### src/rtl/multicycle_ctrl.sv
`default_nettype none
// ============================================================================
//  Module      : multicycle_ctrl
//  Description : Multi-cycle control FSM for an RV32I datapath. Decodes the
//                instruction register, selects the immediate format, and
//                sequences FETCH/DECODE/EXEC/MEM/WB with the datapath strobes
//                and a retired-instruction counter.
//  Revision    : 1.0 - initial release
// ============================================================================
module multicycle_ctrl #(
    parameter int D_W   = 32,
    parameter int CNT_W = 32
) (
    input  logic             clk,
    input  logic             reset,
    input  logic [D_W-1:0]   inst,
    input  logic             imem_ack,
    input  logic             dmem_ack,
    input  logic             br_taken,
    output logic [2:0]       imm_sel,
    output logic             imem_req,
    output logic             ir_we,
    output logic             pc_we,
    output logic             pc_sel,
    output logic             alu_a_sel,
    output logic             alu_b_sel,
    output logic             alu_out_we,
    output logic             dmem_req,
    output logic             dmem_we,
    output logic             rf_we,
    output logic [1:0]       wb_sel,
    output logic             illegal,
    output logic [CNT_W-1:0] instret
);

    // FSM state encoding
    localparam logic [2:0] S_FETCH  = 3'd0;
    localparam logic [2:0] S_DECODE = 3'd1;
    localparam logic [2:0] S_EXEC   = 3'd2;
    localparam logic [2:0] S_MEM    = 3'd3;
    localparam logic [2:0] S_WB     = 3'd4;
    localparam logic [2:0] S_TRAP   = 3'd5;

    // Instruction class captured at DECODE; drives all later-state decisions
    localparam logic [3:0] C_R      = 4'd0;
    localparam logic [3:0] C_IALU   = 4'd1;
    localparam logic [3:0] C_LOAD   = 4'd2;
    localparam logic [3:0] C_STORE  = 4'd3;
    localparam logic [3:0] C_BRANCH = 4'd4;
    localparam logic [3:0] C_JALR   = 4'd5;
    localparam logic [3:0] C_JAL    = 4'd6;
    localparam logic [3:0] C_LUI    = 4'd7;
    localparam logic [3:0] C_AUIPC  = 4'd8;

    logic [2:0]       state_q, state_d;
    logic [3:0]       class_q;
    logic [2:0]       imm_sel_q;
    logic             illegal_q;
    logic [CNT_W-1:0] instret_q;

    logic             dec_legal;
    logic [3:0]       dec_class;
    logic [2:0]       dec_imm;
    logic             retire;
    logic             is_jump;
    logic             rd_nonzero;

    // Only opcode and rd fields are consumed here; the rest belongs to the datapath
    logic             unused_inst_bits;
    assign unused_inst_bits = ^inst[D_W-1:12];

    assign is_jump    = (class_q == C_JAL) || (class_q == C_JALR);
    assign rd_nonzero = |inst[11:7];

    assign imm_sel = imm_sel_q;
    assign illegal = illegal_q;
    assign instret = instret_q;

    // Opcode decode: class and immediate format for the current IR contents
    always_comb begin
        dec_legal = 1'b1;
        dec_class = C_R;
        dec_imm   = imm_sel_q;
        case (inst[6:0])
            7'b0110011: begin dec_class = C_R;      dec_imm = 3'b011; end
            7'b0010011: begin dec_class = C_IALU;   dec_imm = 3'b000; end
            7'b0000011: begin dec_class = C_LOAD;   dec_imm = 3'b001; end
            7'b1100111: begin dec_class = C_JALR;   dec_imm = 3'b110; end
            7'b0100011: begin dec_class = C_STORE;  dec_imm = 3'b010; end
            7'b1100011: begin dec_class = C_BRANCH; dec_imm = 3'b100; end
            7'b0110111: begin dec_class = C_LUI;    dec_imm = 3'b101; end
            7'b0010111: begin dec_class = C_AUIPC;  dec_imm = 3'b101; end
            7'b1101111: begin dec_class = C_JAL;    dec_imm = 3'b111; end
            default:    dec_legal = 1'b0;
        endcase
    end

    // Next-state sequencing
    always_comb begin
        state_d = state_q;
        case (state_q)
            S_FETCH:  if (imem_ack) state_d = S_DECODE;
            S_DECODE: state_d = dec_legal ? S_EXEC : S_TRAP;
            S_EXEC: begin
                if (class_q == C_BRANCH)
                    state_d = S_FETCH;
                else if ((class_q == C_LOAD) || (class_q == C_STORE))
                    state_d = S_MEM;
                else
                    state_d = S_WB;
            end
            S_MEM: begin
                if (dmem_ack)
                    state_d = (class_q == C_STORE) ? S_FETCH : S_WB;
            end
            S_WB:     state_d = S_FETCH;
            S_TRAP:   state_d = S_TRAP;
            default:  state_d = S_FETCH;
        endcase
    end

    // Datapath strobes; everything is held low while reset is asserted
    always_comb begin
        imem_req   = 1'b0;
        ir_we      = 1'b0;
        pc_we      = 1'b0;
        pc_sel     = 1'b0;
        alu_a_sel  = 1'b0;
        alu_b_sel  = 1'b0;
        alu_out_we = 1'b0;
        dmem_req   = 1'b0;
        dmem_we    = 1'b0;
        rf_we      = 1'b0;
        wb_sel     = 2'b00;
        retire     = 1'b0;
        if (!reset) begin
            case (state_q)
                S_FETCH: begin
                    imem_req = 1'b1;
                    ir_we    = imem_ack;
                end
                S_EXEC: begin
                    alu_out_we = 1'b1;
                    alu_a_sel  = (class_q == C_AUIPC) || (class_q == C_JAL) ||
                                 (class_q == C_BRANCH);
                    alu_b_sel  = (class_q != C_R);
                    if (class_q == C_BRANCH) begin
                        pc_we  = 1'b1;
                        pc_sel = br_taken;
                        retire = 1'b1;
                    end
                end
                S_MEM: begin
                    dmem_req = 1'b1;
                    dmem_we  = (class_q == C_STORE);
                    if (dmem_ack && (class_q == C_STORE)) begin
                        pc_we  = 1'b1;
                        retire = 1'b1;
                    end
                end
                S_WB: begin
                    rf_we  = rd_nonzero;
                    wb_sel = (class_q == C_LOAD) ? 2'b01 :
                             is_jump             ? 2'b10 : 2'b00;
                    pc_we  = 1'b1;
                    pc_sel = is_jump;
                    retire = 1'b1;
                end
                default: ;
            endcase
        end
    end

    // State, decoded class/immediate, sticky illegal flag and retire counter
    always_ff @(posedge clk) begin
        if (reset) begin
            state_q   <= S_FETCH;
            class_q   <= C_R;
            imm_sel_q <= 3'b000;
            illegal_q <= 1'b0;
            instret_q <= '0;
        end else begin
            state_q <= state_d;
            if (state_q == S_DECODE) begin
                if (dec_legal) begin
                    class_q   <= dec_class;
                    imm_sel_q <= dec_imm;
                end else begin
                    illegal_q <= 1'b1;
                end
            end
            if (retire)
                instret_q <= instret_q + CNT_W'(1);
        end
    end

endmodule
`default_nettype wire

### config.mk
export PLATFORM = sky130hd
export DESIGN_NAME = multicycle_ctrl
export DESIGN_NICKNAME = d
export VERILOG_FILES = /design/src/rtl/multicycle_ctrl.sv
export SDC_FILE = /design/constraint.sdc
export NUM_CORES = 1
export LEC_CHECK = 0
export BUFFER_PORTS_ARGS = -buffer_cell sky130_fd_sc_hd__buf_2
export CAP_MARGIN = 30
export CORE_AREA = 2 2 83 85
export CTS_CLUSTER_DIAMETER = 100
export DETAILED_ROUTE_END_ITERATION = 6
export DIE_AREA = 0 0 85 87
export GPL_ROUTABILITY_DRIVEN = 0
export PLACE_DENSITY = 0.64
export SYNTH_ARGS = -nofsm -noshare
export SYNTH_HDL_FRONTEND = slang
export SYNTH_SLANG_ARGS = --single-unit
### constraint.sdc
create_clock -name clk -period 4.6 [get_ports clk]
set_clock_uncertainty 0.15 [all_clocks]
set_input_delay 0.92 -clock clk [delete_from_list [all_inputs] [get_ports clk]]
set_output_delay 0.92 -clock clk [all_outputs]
set_load 0.1 [all_outputs]
==> impl_results.md <==
* Leakage at 1.083 nW
* Fin nets at 405
* Data arrival, critical path at 2540 ps
* Final Slew Violations at 0
* Most common cell after layout, fill and taps aside: buf_2
* Drt first pass iters at 4
* RSZ-0062 raised after global routing: no
* # rows at 30
* Via count at 2466
* Final ANT Viol Nets at 0
* Worst-path maximum fanout at 23
* Die footprint at 7395 sq um
* Clock Sink Count at 43
* Area Overhead vs Synth at 20.53%
* Avg Cell Area, Syn at 7.907 sq um
* Die Y at 87 microns
* Port bufs at 64
* GRT overflow at 0
* Tot Pwr at 0.0008133 W
* Hold buffers post-CTS at 0
* Hold_ws at 346.9 ps
* Die Span X at 85 microns
* Top FF cell, synth: dfxtp_1
* Vias in the first global route at 2142
* Pwr per Cell Area at 270.0 nW/um^2
* Dominant cell type by area after synthesis: dfxtp_1
* Outcome: completed
* Mapped Cells at 316
* Global-route wire length before repair at 9701 microns
* Wire length after detailed routing at 5955 microns
* Dpl ws at 1199 ps
* Clk_lat worst skew at 290 ps
* Post-synth top area share at 34.45%
* Top Ports at 85
* Initial DRC count at 86
* MaxCap Viol Count at 0
* Max Root-Sink Buffers at 2
* Wirelength per Cell at 13.29 microns
* Placed insts at 440
* #FFs+latches synth at 43
* Hold crit path type: register to register
* Most frequent cells in the layout: 64 x buf_2, 43 x dfxtp_1, 34 x nor2_1
* Netlist cell types at 46
* Vias per cell at 5.504
* Final non-filler cell total at 448
* Kind of critical path: register to output pin
* Post-route minimum period at 3612 ps
* Crit path capture type: output pin
* Max VDD drop at 0.0001484 V
* TritonCTS clock tree: built
* Final core occ at 45.85%
* Critical Path RT at 3530 ps
* CTS Buf Count at 5
* Drc violations at 0
* Final Hold Fails at 0
* Largest cells by area after synthesis: dfxtp_1 34%, xnor2_1 6.3%, a21oi_1 5.4%
* Final Worst Setup Slack at 987.6 ps
* Final Cycle Share at 78.53%
* Final setup fails at 0
* Synth warn at 0
* Largest net degree at the start of global routing at 48
* Total track usage at 15.73%
* H-tree depth at 2
* Startpoint Class: register
* Postcts setup bufs at 0
* Asr flop ratio synth at 0%
* Dpl hpwl at 4110 microns
* Antenna violations before repair at 0
* Mapped Area at 2499 sq um
* Post-synth EDFFs at 0
* CTS root buffer: clkbuf_8
* N_diodes at 0
* Rel. slew slack at 54.38%
* Register area share after synthesis at 34.45%
* Syn_nets at 354
* Starting Density at 38.04%
* Worst-path clk slew at 80 ps
* Worst Tran Pin Value at 683.4 ps
* Layout cell share with drive strength beyond 1 at 24.46%
* Fmax at 276.8 MHz
* Post-cts gate resize count at 0
* Core area at 6569 sq um
==> Yosys cell counts, types with 2 or more instances <==
library cell,instances
nor4_1,5
inv_1,10
buf_2,2
a2111oi_2,7
a21boi_0,2
nor4b_1,2
a21o_1,2
nand2b_1,8
nand3_1,14
nor2_1,34
and4_1,3
and3_1,4
nor2b_1,2
or4_1,5
o21bai_1,2
a21oi_1,27
nand4b_1,3
and2_1,2
or3_1,4
a2bb2oi_1,2
clkbuf_1,20
a211oi_1,11
o21ai_0,10
nand2_1,26
o31ai_1,7
nand3b_1,3
mux2i_1,4
nor3_1,9
dfxtp_1,43
nand4_1,6
nor3b_1,3
xnor2_1,18
a31o_2,3
==> metal layers <==
metal,global-route usage (%),vias to the layer above,share of wire (%)
met5,0,-,0
met4,3.896,0,0.64
met3,3.602,2,3.4
met2,26.63,41,47
met1,20.33,1170,49
li1,-,1253,-
==> path summary, 6_finish.rpt <==
check	start	endpoint	slack [ps]	depth (start not counted)
setup / recovery	state_q[0]	pc_we	990	5
hold / removal	illegal	illegal	350	2
setup reg to reg	state_q[0]	instret[29]	1720	6
hold reg to reg	illegal	illegal	350	2
==> cell type report <==
cell class / count / area [sq um]
multi-input combinational: 240 / 1538
clock buffer: 6 / 72.57
timing repair buffer: 67 / 342.8
sequential: 43 / 860.8
tap: 80 / 100.1
fill: 659 / 3557
clock inverter: 2 / 60.06
inverter: 10 / 37.54
==> logic make-up after synthesis <==
family	synth area share, %
flip-flops	34.45
buffers and inverters	5.208
XOR/XNOR	6.660
adder cells (fa/ha/maj)	0.5007
AND/OR/NAND/NOR	27.94
AO/OA/AOI/OAI	23.64
multiplexers	1.602
==> through the flow <==
stage | instance area, sq um | TNS (ps)
finish | 3012 | 0
floorplan | 2522 | -186.6
detailed placement | 2879 | 0
global route | 3012 | 0
CTS | 3012 | 0
global placement | 2879 | 0
==> critical path, stage by stage (launching register included) <==
cell     delay, ps
dfxtp_1        760
nand2_1        170
or4_1          480
buf_4          240
a21oi_1        150
buf_2          440
==> state kept, by name, summed over array words and instances, names as in the netlist <==
signal   count
imm_sel      3
instret     32
illegal      1
state_q      3
class_q      4
==> power breakdown <==
group,switching [W],internal (W),total [W]
clock network,0.000130,0.000217,0.000347
logic,0.0000591,0.0000233,0.0000824
registers,0.00000875,0.000375,0.000384
Note: power is estimated with default switching activity, not from simulation.
